<file path="src/rtl/serial_add_ctrl.sv">
// Bit-serial adder controller: one full adder reused LSB-first over WIDTH cycles,
// with registered sum/cout/ovf published on the final bit.
module serial_add_ctrl #(
  parameter int WIDTH = 8
) (
  input  logic             clk,
  input  logic             rst,
  input  logic             start,
  input  logic [WIDTH-1:0] a_in,
  input  logic [WIDTH-1:0] b_in,
  input  logic             cin,
  output logic             busy,
  output logic             done,
  output logic [WIDTH-1:0] sum,
  output logic             cout,
  output logic             ovf
);
  localparam int CW = $clog2(WIDTH + 1);

  localparam logic [1:0] IDLE = 2'd0;
  localparam logic [1:0] RUN  = 2'd1;
  localparam logic [1:0] DONE = 2'd2;

  logic [1:0]       state_q, state_d;
  logic [WIDTH-1:0] a_q, a_d, b_q, b_d, sh_q, sh_d, sum_q, sum_d;
  logic             c_q, c_d, cout_q, cout_d, ovf_q, ovf_d;
  logic [CW-1:0]    cnt_q, cnt_d;
  logic             fa_s, fa_c, last;

  // The single shared full adder
  assign fa_s = a_q[0] ^ b_q[0] ^ c_q;
  assign fa_c = (a_q[0] & b_q[0]) | (c_q & (a_q[0] ^ b_q[0]));
  assign last = (cnt_q == CW'(WIDTH - 1));

  always_comb begin
    state_d = state_q;
    a_d     = a_q;
    b_d     = b_q;
    sh_d    = sh_q;
    c_d     = c_q;
    cnt_d   = cnt_q;
    sum_d   = sum_q;
    cout_d  = cout_q;
    ovf_d   = ovf_q;
    case (state_q)
      IDLE, DONE: begin
        if (start) begin
          a_d     = a_in;
          b_d     = b_in;
          c_d     = cin;
          cnt_d   = '0;
          state_d = RUN;
        end else begin
          state_d = IDLE;
        end
      end
      RUN: begin
        a_d   = {1'b0, a_q[WIDTH-1:1]};
        b_d   = {1'b0, b_q[WIDTH-1:1]};
        sh_d  = {fa_s, sh_q[WIDTH-1:1]};
        c_d   = fa_c;
        cnt_d = cnt_q + 1'b1;
        if (last) begin
          // c_q here is the carry into the MSB
          sum_d   = {fa_s, sh_q[WIDTH-1:1]};
          cout_d  = fa_c;
          ovf_d   = c_q ^ fa_c;
          state_d = DONE;
        end
      end
      default: state_d = IDLE;
    endcase
  end

  always_ff @(posedge clk or posedge rst) begin
    if (rst) begin
      state_q <= IDLE;
      a_q     <= '0;
      b_q     <= '0;
      sh_q    <= '0;
      c_q     <= 1'b0;
      cnt_q   <= '0;
      sum_q   <= '0;
      cout_q  <= 1'b0;
      ovf_q   <= 1'b0;
    end else begin
      state_q <= state_d;
      a_q     <= a_d;
      b_q     <= b_d;
      sh_q    <= sh_d;
      c_q     <= c_d;
      cnt_q   <= cnt_d;
      sum_q   <= sum_d;
      cout_q  <= cout_d;
      ovf_q   <= ovf_d;
    end
  end

  assign busy = (state_q == RUN);
  assign done = (state_q == DONE);
  assign sum  = sum_q;
  assign cout = cout_q;
  assign ovf  = ovf_q;
endmodule

</file>
<file path="config.mk">
export PLATFORM = sky130hd
export DESIGN_NAME = serial_add_ctrl
export DESIGN_NICKNAME = d
export VERILOG_FILES = /design/src/rtl/serial_add_ctrl.sv
export SDC_FILE = /design/constraint.sdc
export NUM_CORES = 1
export LEC_CHECK = 0
export CAP_MARGIN = 20
export CORE_ASPECT_RATIO = 1.25
export CORE_MARGIN = 5
export CORE_UTILIZATION = 50
export CTS_BUF_LIST = sky130_fd_sc_hd__clkbuf_16
export DETAILED_ROUTE_END_ITERATION = 8
export PLACE_DENSITY_LB_ADDON = 0.12
export SYNTH_ARGS = -nofsm -noshare
export SYNTH_HDL_FRONTEND = slang
export SYNTH_SLANG_ARGS = --single-unit
</file>
<file path="constraint.sdc">
create_clock -name clk -period 2 [get_ports clk]
set_clock_uncertainty 0.05 [all_clocks]
set_input_delay 0.4 -clock clk [delete_from_list [all_inputs] [get_ports clk]]
set_output_delay 0.4 -clock clk [all_outputs]
set_load 0.03 [all_outputs]
</file>
==> results of run 1 <==
==> sequential cells by signal, summed over array words and instances (netlist names) <==
name     flops
cnt_q        4
ovf          1
c_q          1
sh_q         7
state_q      2
cout         1
a_q          8
b_q          8
sum          8
==> per-stage QoR <==
stage | cells | hold slack [ps] | power [mW] | cell area (um^2) | setup WS [ps]
after floorplan | 117 | 400 | 2.54 | 1670 | 522
after global placement | 183 | 411 | 2.93 | 2010 | 86.7
after detailed placement | 183 | 419 | 2.99 | 2010 | 37.4
after CTS | 191 | 431 | 3.75 | 2150 | 52.7
after global routing | 191 | 446 | 3.95 | 2150 | 52.2
final | 191 | 425 | 3.69 | 2150 | 97.1
==> what timing repair did <==
item / CTS / global route
hold buffers: 0 / 0
endpoints found under the setup margin: 0 / 1
gates resized for setup: 0 / 1
==> where the power goes <==
part           switching (mW)  total [mW]  internal [mW]
clock                   0.279       0.726          0.447
sequential              0.228        1.42           1.19
combinational           0.726        1.54          0.815
total                    1.23        3.69           2.45
==> path summary, 6_finish.rpt <==
| check | cells after the start | end | slack [ps] | start |
|---|---|---|---|---|
| max | 2 | done | 100 | state_q[0] |
| min | 1 | a_q[4] | 420 | a_q[4] |
| max reg2reg | 3 | cnt_q[0] | 310 | state_q[0] |
| min reg2reg | 1 | a_q[4] | 420 | a_q[4] |
| max in group asynchronous | 3 | a_q[6] | 1070 | rst |
| min in group asynchronous | 3 | sum[0] | 480 | rst |
==> cells by family (layout without fill, tap and decap cells) <==
logic type | after synthesis | after routing
AOI/OAI and AO/OA | 35 | 35
xor gates and xnor gates | 1 | 1
adders and majority gates | 2 | 2
buffers and inverters | 8 | 45
DFF | 40 | 40
muxes | 20 | 20
and+or+nand+nor | 11 | 11
==> final cells by class <==
class / instances / area, um^2
inverters: 1 / 3.75
repair buffers: 36 / 345
multi-input cells: 69 / 618
clock inverters: 3 / 11.3
fillers: 248 / 1070
clock buffers: 5 / 125
well taps: 37 / 46.3
flip-flops and latches: 40 / 1000
==> cell usage in the layout (no fill, tap or decap), drive strengths merged <==
cell / netlist / routed
a21o: 15 / 15
a22o: 19 / 19
and2b: 1 / 1
buf: 7 / 6
clkbuf: 0 / 5
clkdlybuf4s50: 0 / 30
clkinv: 0 / 1
dfrtp: 40 / 40
fa: 1 / 1
ha: 1 / 1
inv: 1 / 3
mux2: 18 / 18
mux2i: 2 / 2
nand2: 3 / 3
nand2b: 1 / 1
nand4: 1 / 1
nor2: 1 / 1
nor2b: 3 / 3
nor3b: 1 / 1
o21ai: 1 / 1
xor2: 1 / 1
==> layer usage <==
metal / wire (um) / up-vias / GRT usage
li1: - / 503 / -
met1: 1260 / 517 / 0.186
met2: 1560 / 23 / 0.250
met3: 185 / 6 / 0.0617
met4: 58 / 0 / 0.0708
met5: 0 / - / 0
==> synth_stat cells (all sizes together) (2+ instances only) <==
master,number
dfrtp,40
a22o,19
mux2,18
a21o,15
buf,7
nand2,3
nor2b,3
mux2i,2
==> summary.log, run 1 <==
[status] status finished clean
[cts] largest buffer count on any clock path 2
[critical_path] crit path cell chain nor2b_1 -> clkdlybuf4s50_1
[hold_path] class of the most critical hold timing path flip-flop to flip-flop
[placed_design] HPWL reported at the end of detailed placement 2070 um
[die] top-level port count 32
[critical_path] Arrival @ worst endpoint 1450 ps
[synthesis] share of synthesized area spent on multiplexers 0.133
[synthesis] library cell occupying the most area in the post-synthesis netlist dfrtp_1
[die] vertical extent of the die 74.7 um
[cts] CTS H-tree depth 2
[cts] Inserted Clock Buffers 5
[synthesis] share of synthesized registers carrying an async set or reset 1.00
[finish] Post-Route Utilization 0.667
[routing] post-detailed-route wirelength per cell 16.0 um
[critical_path] startpoint type of the worst setup path flip-flop
[cts] cell at the root of the clock tree clkbuf_16
[die] Total Die Area 0.00461 mm^2
[pwr] peak ir drop on the vdd network 1.04 mV
[cts] insertion delay to the later sink of the worst-skew pair 280 ps
[die] core region area 0.00322 mm^2
[synthesis] synthesized netlist net count 139
[synthesis] number of synthesis warnings 0
[cts] post-CTS setup buffer count 0
[routing] DRT Wirelength 3060 um
[synthesis] post-synthesis instance area 0.00167 mm^2
[routing] remaining routing DRC violations 0
[timing] RSZ-0062 raised after global routing false
[routing] Pre-Repair DR Iteration Count 4
[critical_path] highest fanout seen on the critical path 4
[global_routing] initial antenna violation count 0
[synthesis] Avg Cell Area, Syn 14.3 um^2
[synthesis] Synth Area in Compound Gates 0.170
[critical_path] maximum single-stage delay on the critical path 680 ps
[die] Core Rows 23
[placed_design] gpl congestion 0.747
[routing] residual antenna-violating net count after detailed routing 0
[synthesis] Seq/Total Area, Yosys 0.598
[finish] share of final-layout standard cells stronger than drive strength 1 0.208
[finish] synth-to-layout area growth 28.5%
[global_routing] wire length of the first global-routing pass 5190 um
[synthesis] post-synthesis adder-cell area fraction 0.0194
[synthesis] Area contributors post-synth dfrtp_1 (60%), mux2_2 (12%), a22o_1 (9.9%), a21o_1 (6.7%), buf_6 (1.3%)
[routing] number of DRC markers in iteration 0 36
[synthesis] Post-Synth XOR/XNOR Area 0.00523
[synthesis] Post-synth EDFFs 0
[finish] number of diodes 0
[pwr] leakage power summed over all cells 1.06 nW
[global_routing] via count of the first global-routing pass 1107
[placed_design] number of port buffers 31
[critical_path] highest-delay cell along the critical path clkdlybuf4s50_1
[timing] final cycle utilization of the critical path 0.951
[cts] clk slew on worst S/H paths 50 ps
[timing] setup violators final 0
[synthesis] Seq cells post-synth 40
[timing] Sum Neg Setup Slack 0 ps
[critical_path] CP Buf/Inv Count 1
[routing] post-DR vias/cell 5.49
[critical_path] kind of cell with the highest combined delay on the critical path buffers and inverters
[critical_path] class of the most critical setup path flip-flop to output pin
[critical_path] required time reported for the critical path endpoint 1550 ps
[critical_path] crit path capture type output pin
[synthesis] most common flop cell mapped by yosys dfrtp_1
[global_routing] pin count of the biggest net entering global routing 41
[global_routing] total global-route track usage 0.157
[timing] number of max-slew violations in the final report 0
[timing] post-route minimum period 1900 ps
[global_routing] Overflow after GRT 0
[cts] number of clock sinks 40
[die] die width 61.8 um
[timing] final hold violation count 0
[synthesis] Netlist cell types 20
[synthesis] main combinational cell family by area after synthesis compound AO/OA/AOI/OAI gates
[timing] highest clock rate 526 MHz
[finish] Final #Nets 175
[timing] max-slew headroom at the worst pin 0.508
[timing] slew at the pin closest to its max-slew limit 738 ps
[synthesis] proportion of netlist area held by the largest area contributor 0.598
[run] Max Cap Violations 0
[pwr] Cell Pwr Density 1710 mW/mm^2
[routing] via count 1049
[synthesis] synthesized instance count 117
[die] effective utilization at floorplan 0.519
[synthesis] area fraction in and, or, nand and nor cells after synthesis 0.0411
[cts] CTS tree yes
Note: power is estimated with default switching activity, not from simulation.
==> run 2, diff against run 1 <==
==> constraint.sdc (replaced) <==
create_clock -name clk -period 2.14 [get_ports clk]
set_clock_uncertainty 0.05 [all_clocks]
set_input_delay 0.428 -clock clk [delete_from_list [all_inputs] [get_ports clk]]
set_output_delay 0.428 -clock clk [all_outputs]
set_load 0.03 [all_outputs]
==> run 2 against run 1 <==
Net effect:
- sequential power fell by 7%
- via count grew 0.38%
- non-clock buffer count stayed put
- cell area is 0.23% lower
- die area did not move
- combinational power decreased by 6%
- setup slack improved by 110 ps
- hold slack worse by 1.9 ps
- clock power fell by 8.4%
- critical path depth unchanged
- largest power group unchanged
==> summary.log, run 2 (synthesis results as in run 1) <==
[status] status finished clean
[routing] Pre-Repair DR Iteration Count 2
[placed_design] total placed cells including tap cells 183
[routing] via count 1053
[critical_path] startpoint of the worst setup timing path state_q[0]
[pwr] leakage power summed over all cells 1.05 nW
[timing] highest clock rate 517 MHz
[routing] post-detailed-route wirelength per cell 15.3 um
[finish] Final Non-Filler Cells 190
[run] Max Cap Violations 0
[finish] most frequent cells in the layout dfrtp_1 (40), clkdlybuf4s50_1 (30), a22o_1 (19)
[critical_path] R2R Path Start state_q[0]
[critical_path] worst setup path endpoint done
[finish] synth-to-layout area growth 28.2%
[finish] multi-input combinational cell area 617 um^2
[finish] register area 0.00100 mm^2
[critical_path] Arrival @ worst endpoint 1460 ps
[routing] number of DRC markers in iteration 0 94
[cts] cell at the root of the clock tree clkbuf_16
[finish] Post-Route Utilization 0.666
[routing] post-DR vias/cell 5.54
[cts] largest buffer count on any clock path 2
[timing] post-route minimum period 1930 ps
[cts] number of clock sinks 40
[global_routing] Overflow after GRT 0
[cts] clk slew on worst S/H paths 50 ps
[global_routing] via count of the first global-routing pass 1151
[hold_path] class of the most critical hold timing path flip-flop to flip-flop
[pwr] peak ir drop on the vdd network 1.21 mV
[critical_path] maximum single-stage delay on the critical path 680 ps
[finish] leading cell type in the layout, fill and taps excluded dfrtp_1
[critical_path] startpoint type of the worst setup path flip-flop
[timing] Sum Neg Setup Slack 0 ps
[timing] slew at the pin closest to its max-slew limit 761 ps
[finish] final-layout fill cell count 244
[finish] number of diodes 0
[critical_path] crit path cell chain nor2b_1 -> clkdlybuf4s50_1
[global_routing] wire length of the first global-routing pass 5110 um
[timing] max-slew headroom at the worst pin 0.492
[cts] insertion delay to the later sink of the worst-skew pair 270 ps
[placed_design] HPWL reported at the end of detailed placement 2050 um
[die] core region area 0.00322 mm^2
[die] top-level port count 32
[critical_path] highest-delay cell along the critical path clkdlybuf4s50_1
[routing] DRT Wirelength 2920 um
[critical_path] class of the most critical setup path flip-flop to output pin
[global_routing] initial antenna violation count 0
[finish] share of final-layout standard cells stronger than drive strength 1 0.203
[die] effective utilization at floorplan 0.519
[placed_design] worst setup timing slack at the placement stage 144 ps
[global_routing] total global-route track usage 0.149
[critical_path] kind of cell with the highest combined delay on the critical path buffers and inverters
[timing] final cycle utilization of the critical path 0.904
[critical_path] highest fanout seen on the critical path 4
[cts] CTS H-tree depth 2
[critical_path] depth of the most critical reg-to-reg path 3
[die] Core Rows 23
[critical_path] required time reported for the critical path endpoint 1660 ps
[routing] remaining routing DRC violations 0
[pwr] Cell Pwr Density 1590 mW/mm^2
[critical_path] flop-to-flop setup slack 350 ps
[timing] final hold violation count 0
[critical_path] CP Buf/Inv Count 1
[critical_path] total stage count of the critical path 2
[global_routing] pin count of the biggest net entering global routing 41
[hold_path] hold wc startpoint b_q[1]
[cts] post_cts resized 0
[die] Total Die Area 0.00461 mm^2
[finish] Final #Nets 175
[timing] setup violators final 0
[routing] residual antenna-violating net count after detailed routing 0
[timing] number of max-slew violations in the final report 0
[cts] Inserted Clock Buffers 5
[critical_path] Reg-to-Reg End cnt_q[0]
[critical_path] crit path capture type output pin
[placed_design] number of port buffers 31
[cts] post-CTS setup buffer count 0
[die] die width 61.8 um
[timing] worst path setup slack after routing 206 ps
[cts] hold_buf cts 0
[timing] Final Hold Slack 423 ps
[cts] CTS tree yes
[placed_design] gpl congestion 0.733
[die] vertical extent of the die 74.7 um
[timing] RSZ-0062 raised after global routing false
[run 2: power breakdown]
group | switching [mW] | total (mW) | internal, mW
Combinational | 0.680 | 1.44 | 0.758
Clock | 0.249 | 0.665 | 0.416
Sequential | 0.205 | 1.32 | 1.11
[run 2: layout make-up]
| cell class | count | share of cell area |
|---|---|---|
| clock inverter | 2 | 0.00350 |
| multi-input combinational | 69 | 0.287 |
| timing repair buffer | 36 | 0.161 |
| clock buffer | 5 | 0.0583 |
| tap | 37 | 0.0216 |
| inverter | 1 | 0.00175 |
| sequential | 40 | 0.466 |
[run 2: how the worst min path moves through the flow]
stage	slack [ps]	cells after the start	to
floorplan	400	1	a_q[1]
global placement	410	1	b_q[1]
detailed placement	420	1	b_q[1]
CTS	430	1	b_q[1]
global route	440	1	a_q[5]
finish	420	1	b_q[1]
[run 2: worst reg2reg max path, stage by stage (launching register included)]
cell     delay, ps
dfrtp_1        390
and2b_1        320
nor2_2         670
mux2_2         290
[run 2: metrics by stage]
stage	total power [mW]	instance area, um^2
floorplan	2.37	1670
global placement	2.74	2010
detailed placement	2.79	2010
CTS	3.48	2150
global route	3.66	2150
finish	3.42	2150
[run 2: routing by layer]
layer / vias to the layer above / share of wire / wire [um] / GRT usage
met3: 6 / 0.044 / 127 / 0.0309
met1: 529 / 0.43 / 1260 / 0.190
met2: 22 / 0.51 / 1480 / 0.247
met4: 0 / 0.015 / 45 / 0.0566
met5: - / 0 / 0 / 0
li1: 496 / - / - / -
